===== config.mk =====
export PLATFORM = sky130hd
export DESIGN_NAME = rob
export DESIGN_NICKNAME = d
export VERILOG_FILES = /design/src/rtl/rob_pkg.sv /design/src/rtl/rob_operand_resolve.sv /design/src/rtl/rob.sv
export SDC_FILE = /design/constraint.sdc
export NUM_CORES = 1
export LEC_CHECK = 0
export CORE_ASPECT_RATIO = 1.2
export CORE_MARGIN = 2
export CORE_UTILIZATION = 30
export DETAILED_ROUTE_END_ITERATION = 10
export PLACE_DENSITY = 0.53
export SLEW_MARGIN = 20
export SYNTH_ARGS = -nofsm -noshare
export SYNTH_HDL_FRONTEND = slang
export SYNTH_HIERARCHICAL = 1
export SYNTH_SLANG_ARGS = --single-unit

===== constraint.sdc =====
create_clock -name clk -period 14 [get_ports clk]
set_clock_uncertainty 0.2 [all_clocks]
set_input_delay 2.8 -clock clk [delete_from_list [all_inputs] [get_ports clk]]
set_output_delay 2.8 -clock clk [all_outputs]
set_load 0.005 [all_outputs]

===== src/rtl/rob_pkg.sv =====
// Shared widths and constants for the reorder buffer and its operand-resolve helper.
package rob_pkg;
  localparam int OPCODE_LENGTH = 5;
  localparam int DATA_LENGTH   = 31;
  localparam int PC_LENGTH     = 31;
  localparam int OP_W          = OPCODE_LENGTH + 1;
  localparam int DATA_W        = DATA_LENGTH + 1;
  localparam int TAG_W         = PC_LENGTH + 1;

  localparam logic [DATA_W-1:0] ZERO      = '0;
  localparam logic [TAG_W-1:0]  TAG_READY = '0;  // tag 0 means "value already valid"

  typedef struct packed {
    logic [DATA_W-1:0] v;
    logic [TAG_W-1:0]  q;
  } operand_t;

  function automatic logic [TAG_W-1:0] idx_to_tag(input logic [TAG_W-1:0] idx);
    return idx + 1'b1;
  endfunction
endpackage


===== src/rtl/rob_operand_resolve.sv =====
// Resolves one source operand tag: ALU bypass first, then a ready ROB entry, else pass through.
module rob_operand_resolve
  import rob_pkg::*;
#(
  parameter int DEPTH = 8,
  parameter int IDX_W = 3
) (
  input  logic [TAG_W-1:0]              i_q,
  input  logic [DATA_W-1:0]             i_v,
  input  logic                          i_alu_valid,
  input  logic [TAG_W-1:0]              i_alu_tag,
  input  logic [DATA_W-1:0]             i_alu_data,
  input  logic [DEPTH-1:0]              i_ready,
  input  logic [DEPTH-1:0][DATA_W-1:0]  i_data,
  output operand_t                      o_opnd
);
  logic [IDX_W-1:0] w_idx;
  logic             w_in_range;

  assign w_idx      = IDX_W'(i_q - 1'b1);
  assign w_in_range = (i_q != TAG_READY) && (i_q <= TAG_W'(DEPTH));

  // NOTE: every output gets a default first so this block can never infer a latch.
  always_comb begin
    o_opnd.v = i_v;
    o_opnd.q = i_q;
    if (i_q != TAG_READY) begin
      if (i_alu_valid && (i_alu_tag == i_q)) begin
        o_opnd.v = i_alu_data;
        o_opnd.q = TAG_READY;
      end else if (w_in_range && i_ready[w_idx]) begin
        o_opnd.v = i_data[w_idx];
        o_opnd.q = TAG_READY;
      end
    end
  end
endmodule


===== src/rtl/rob.sv =====
// Reorder buffer: allocates and renames incoming instructions, dispatches them to rs,
// collects ALU writebacks and commits in program order, flushing on an excepting commit.
module rob
  import rob_pkg::*;
#(
  parameter int DEPTH = 8,
  parameter int IDX_W = 3
) (
  input  logic              clk,
  input  logic              rst,
  input  logic              is_valid_from_iq,
  input  logic [OP_W-1:0]   op_from_iq,
  input  logic              is_sl_from_iq,
  input  logic [4:0]        rd_from_iq,
  input  logic [DATA_W-1:0] imm_from_iq,
  input  logic [DATA_W-1:0] pc_from_iq,
  input  logic [DATA_W-1:0] v1_from_reg,
  input  logic [DATA_W-1:0] v2_from_reg,
  input  logic [TAG_W-1:0]  q1_from_reg,
  input  logic [TAG_W-1:0]  q2_from_reg,
  input  logic              is_stall_from_rs,
  output logic              is_stall_to_instr_queue,
  output logic              is_empty_to_rs,
  output logic              is_sl_to_rs,
  output logic [OP_W-1:0]   op_to_rs,
  output logic [DATA_W-1:0] v1_to_rs,
  output logic [DATA_W-1:0] v2_to_rs,
  output logic [TAG_W-1:0]  q1_to_rs,
  output logic [TAG_W-1:0]  q2_to_rs,
  output logic [DATA_W-1:0] imm_to_rs,
  output logic [DATA_W-1:0] pc_to_rs,
  output logic              rename_valid_to_reg,
  output logic [4:0]        rd_to_reg,
  output logic [TAG_W-1:0]  tag_to_reg,
  input  logic              is_valid_from_alu,
  input  logic [TAG_W-1:0]  tag_from_alu,
  input  logic [DATA_W-1:0] data_from_alu,
  input  logic              is_exception_from_alu,
  output logic              is_commit_to_rs,
  output logic [TAG_W-1:0]  commit_pc_to_rs,
  output logic [DATA_W-1:0] commit_data_to_rs,
  output logic [4:0]        commit_rd_to_reg,
  output logic              is_exception_to_rs
);
  logic [IDX_W-1:0]             r_head, r_tail;
  logic [IDX_W:0]               r_count;
  logic [DEPTH-1:0]             r_valid, r_ready, r_exc;
  logic [DEPTH-1:0][4:0]        r_rd;
  logic [DEPTH-1:0][DATA_W-1:0] r_data;

  logic             w_commit, w_flush, w_alloc, w_wb_hit;
  logic [IDX_W-1:0] w_wb_idx;
  operand_t         w_op1, w_op2;

  assign is_stall_to_instr_queue = (r_count == (IDX_W+1)'(DEPTH)) | is_stall_from_rs;

  assign w_commit = r_valid[r_head] & r_ready[r_head];
  assign w_flush  = w_commit & r_exc[r_head];
  assign w_alloc  = is_valid_from_iq & ~is_stall_to_instr_queue & ~w_flush;
  assign w_wb_idx = IDX_W'(tag_from_alu - 1'b1);
  assign w_wb_hit = is_valid_from_alu && (tag_from_alu != TAG_READY) &&
                    (tag_from_alu <= TAG_W'(DEPTH)) && r_valid[w_wb_idx];

  rob_operand_resolve #(.DEPTH(DEPTH), .IDX_W(IDX_W)) u_res1 (
    .i_q(q1_from_reg), .i_v(v1_from_reg), .i_alu_valid(is_valid_from_alu),
    .i_alu_tag(tag_from_alu), .i_alu_data(data_from_alu),
    .i_ready(r_ready), .i_data(r_data), .o_opnd(w_op1)
  );

  rob_operand_resolve #(.DEPTH(DEPTH), .IDX_W(IDX_W)) u_res2 (
    .i_q(q2_from_reg), .i_v(v2_from_reg), .i_alu_valid(is_valid_from_alu),
    .i_alu_tag(tag_from_alu), .i_alu_data(data_from_alu),
    .i_ready(r_ready), .i_data(r_data), .o_opnd(w_op2)
  );

  // Later assignments win: writeback, then commit, then allocation, then flush.
  always_ff @(posedge clk or posedge rst) begin
    if (rst) begin
      r_valid <= '0;
      r_ready <= '0;
      r_exc   <= '0;
      r_head  <= '0;
      r_tail  <= '0;
      r_count <= '0;
    end else begin
      if (w_wb_hit) begin
        r_ready[w_wb_idx] <= 1'b1;
        r_exc[w_wb_idx]   <= r_exc[w_wb_idx] | is_exception_from_alu;
      end
      if (w_commit) r_valid[r_head] <= 1'b0;
      if (w_alloc) begin
        r_valid[r_tail] <= 1'b1;
        r_ready[r_tail] <= 1'b0;
        r_exc[r_tail]   <= 1'b0;
      end
      if (w_flush) begin
        r_valid <= '0;
        r_head  <= '0;
        r_tail  <= '0;
        r_count <= '0;
      end else begin
        if (w_commit) r_head <= r_head + 1'b1;
        if (w_alloc)  r_tail <= r_tail + 1'b1;
        r_count <= r_count + (IDX_W+1)'(w_alloc) - (IDX_W+1)'(w_commit);
      end
    end
  end

  // NOTE: payload storage is not reset; an entry's valid bit gates every use of it.
  always_ff @(posedge clk) begin
    if (w_wb_hit) r_data[w_wb_idx] <= data_from_alu;
    if (w_alloc)  r_rd[r_tail]     <= rd_from_iq;
  end

  always_ff @(posedge clk or posedge rst) begin
    if (rst) begin
      is_empty_to_rs      <= 1'b1;
      is_sl_to_rs         <= 1'b0;
      op_to_rs            <= '0;
      v1_to_rs            <= ZERO;
      v2_to_rs            <= ZERO;
      q1_to_rs            <= TAG_READY;
      q2_to_rs            <= TAG_READY;
      imm_to_rs           <= ZERO;
      pc_to_rs            <= ZERO;
      rename_valid_to_reg <= 1'b0;
      rd_to_reg           <= '0;
      tag_to_reg          <= TAG_READY;
      is_commit_to_rs     <= 1'b0;
      commit_pc_to_rs     <= TAG_READY;
      commit_data_to_rs   <= ZERO;
      commit_rd_to_reg    <= '0;
      is_exception_to_rs  <= 1'b0;
    end else begin
      is_empty_to_rs      <= ~w_alloc;
      rename_valid_to_reg <= w_alloc;
      if (w_alloc) begin
        is_sl_to_rs <= is_sl_from_iq;
        op_to_rs    <= op_from_iq;
        v1_to_rs    <= w_op1.v;
        q1_to_rs    <= w_op1.q;
        v2_to_rs    <= w_op2.v;
        q2_to_rs    <= w_op2.q;
        imm_to_rs   <= imm_from_iq;
        pc_to_rs    <= pc_from_iq;
        rd_to_reg   <= rd_from_iq;
        tag_to_reg  <= idx_to_tag(TAG_W'(r_tail));
      end
      is_commit_to_rs    <= w_commit;
      is_exception_to_rs <= w_flush;
      if (w_commit) begin
        commit_pc_to_rs   <= idx_to_tag(TAG_W'(r_head));
        commit_data_to_rs <= r_data[r_head];
        commit_rd_to_reg  <= r_rd[r_head];
      end
    end
  end
endmodule

==> impl_metrics.toml <==
[die]
fp.dieH_um = 348
die_area_mm2 = 0.101
rows = 126
chipWidth_um = 291
initial_utilization = 0.302
core_area_mm2 = 0.0982
io_pins = 584

[yosys]
syn_area_mm2 = 0.0296
synth-seq-cells = 583
synth.area.top_cells = "edfxtp_1 30%, dfrtp_1 24%, mux4_2 16%"
yosys_warnings = 6
syn_avg_cell_area_um2 = 14.6
synth_top_area_cell = "edfxtp_1"
ys_async_sr_fraction = 0.492
ys_seq_area_frac = 0.542
synthFlopType = "edfxtp_1"
synth.top_cell.area_share = 0.300
syn_inst = 2036
synth_edf_count = 296
ys_types = 59

[clocking]
cts.sinks = 583
cts.reportedPaths.clkPinSlew_ns = 0.06
cts_tree = "built"
htreeDepth = 3
cts_setup_buffers = 0
clockRootBuffer = "clkbuf_16"
clock_latency_ns = 0.62
numCtsBuffers = 68
cts_resized = 0
postCtsHoldBufs = 0
cts.path.max_buffers = 3

[power_and_ir_drop]
p_comb_frac = 0.232
finalPower_uw = 5330
p_per_area_mw_per_mm2 = 139
p_int_uw = 3910
sequentialPowerShare = 0.419
switchingPower_uw = 1430
switching_share = 0.268
peakVddDrop_mv = 0.0714
clock_power_share = 0.348
p_leak_uw = 0.0139

[route]
drt_pre_antenna_iters = 5
ant_nets = 0
vias = 20200
drtIter0Drc = 1342
drc = 0
viasPerCell = 5.24
drt-wirelength-per-cell_um = 26.4
drt_wl_total_um = 102000

[critical_path]
required_ns = 11.00
cp-startpoint = "is_stall_from_rs"
cp-start-kind = "input pin"
crit_arrival_ns = 3.94
crit_path_end_kind = "output port"
r2r-start = "r_head[0]"
path_max_fanout = 3
criticalPathCategory = "input pin to output port"
reg2reg_depth = 10

[timing]
rsz0062_at_grt = "false"
post-route-period-util = 0.496
finalHoldViolCount = 0
fmax_mhz = 144
max_slew_margin = 0.224
tightest_slew_ns = 1.16
fin_tns_setup_ns = 0
drv_slew = 0
period_minus_slack_ns = 6.94
setup_viol = 0

[cells_and_area]
drive_gt1_frac = 0.190
fin_nets = 2814
top_register = "r_data"
syn_to_final_growth_pct = 29.3
largestRegisters = "r_data (256), r_rd (40)"
largest_reg_flops = 256
fin_cells = 3859

[place]
port_buffers = 527
placed_cells = 3735
dp_hpwl_um = 67400
gp_congestion = 0.908

[run_status]
outcome = "complete, no violations"

[global_route]
grt_pass1_wl_um = 149000
antenna_found_initial = 4
track_usage = 0.199
grt_max_degree = 127
grt_pass1_vias = 21600
grt_overflow = 0

[worst_hold_path]
worstHoldStart = "tag_to_reg[3]"
worstHoldPathCells = 1
hold_path_class = "flip-flop to flip-flop"

[job]
cap_viol_max_count = 0
==> final timing paths <==
kind                       slack [ns]                      end
max reg2reg                      8.58             v1_to_rs[19]
min in group asynchronous        2.51            imm_to_rs[27]
max in group asynchronous        9.00            imm_to_rs[15]
min                              0.29            tag_to_reg[3]
max                              7.06  is_stall_to_instr_queue
min reg2reg                      0.29            tag_to_reg[3]
==> final cells by class <==
| type | count | area [um2] |
|---|---|---|
| timing repair buffer | 559 | 5540 |
| clock inverter | 32 | 427 |
| multi-input combinational | 1286 | 12700 |
| fill | 9263 | 59900 |
| sequential | 583 | 16100 |
| clock buffer | 90 | 1880 |
| antenna | 1 | 2.50 |
| tap | 1280 | 1600 |
| inverter | 28 | 120 |
==> cells in the final DEF, fill, tap and decap left out, types with 4 or more instances in the layout <==
master and instances:
a211oi_1 66, a21oi_1 22, a31oi_1 38, and2_1 57
buf_4 31, bufinv_16 9, clkbuf_1 15, clkbuf_16 70
clkbuf_8 5, clkdlybuf4s50_1 525, clkinv_1 4, clkinv_2 12
conb_1 56, dfrtp_1 283, edfxtp_1 296, ha_1 11
inv_1 23, mux2_1 100, mux2_2 109, mux2i_1 69
mux4_2 208, nand2_1 101, nand3_1 19, nand4_1 11
nand4b_1 6, nor2_1 65, nor2b_1 68, nor3_1 76
nor3b_1 4, nor4_1 51, o21ai_0 10, o22a_1 4
o31ai_1 5, or3_1 4, xnor2_1 7, xor2_1 66
==> cell families after synthesis <==
group,Yosys count,share of synthesized area
AOI/OAI and AO/OA,167,0.0401
buffers and inverters,222,0.0416
xor gates and xnor gates,75,0.0227
DFF,583,0.542
and+or+nand+nor,488,0.0865
muxes,486,0.261
adders and majority gates,14,0.00616
other,1,0.000126
==> power by group through the flow <==
| stage | registers (uW) | logic (uW) | clock network [uW] |
|---|---|---|---|
| after floorplan | 2240 | 485 | 0 |
| after global placement | 2260 | 1250 | 0 |
| after detailed placement | 2270 | 1250 | 0 |
| after CTS | 2240 | 1260 | 1910 |
| after global routing | 2270 | 1330 | 1980 |
| final | 2240 | 1240 | 1860 |
==> Yosys cell counts (43+ instances only) <==
library cell and count:
a211oi_1 68, and2_1 57, buf_2 43, buf_4 64, clkbuf_1 66, dfrtp_1 286
edfxtp_1 296, mux2_1 100, mux2_2 109, mux2i_1 69, mux4_2 208, nand2_1 101
nor2_1 69, nor2b_1 68, nor3_1 78, nor4_1 53, xor2_1 66
==> metal layers <==
layer	vias to the layer above	GRT usage	share of wire
li1	8746	-	-
met1	10400	0.235	0.38
met2	845	0.353	0.52
met3	181	0.0450	0.069
met4	6	0.0697	0.031
met5	-	0	0.00039
==> through the flow <==
step | hold slack, ns | worst slack (ns) | cell area, um2 | util
after floorplan | 0.274 | 3.08 | 29900 | -
after global placement | 0.274 | 6.41 | 36000 | 0.367
after detailed placement | 0.280 | 6.37 | 36000 | 0.367
after CTS | 0.293 | 7.01 | 38300 | 0.390
after global routing | 0.303 | 7.02 | 38300 | 0.390
final | 0.287 | 7.06 | 38300 | 0.390
==> worst max-delay path, stage by stage <==
cell and delay, ns:
clkdlybuf4s50_1 0.52, a21o_1 0.11, clkdlybuf4s50_1 0.52
No activity file was read; power rests on OpenSTA's default activity.
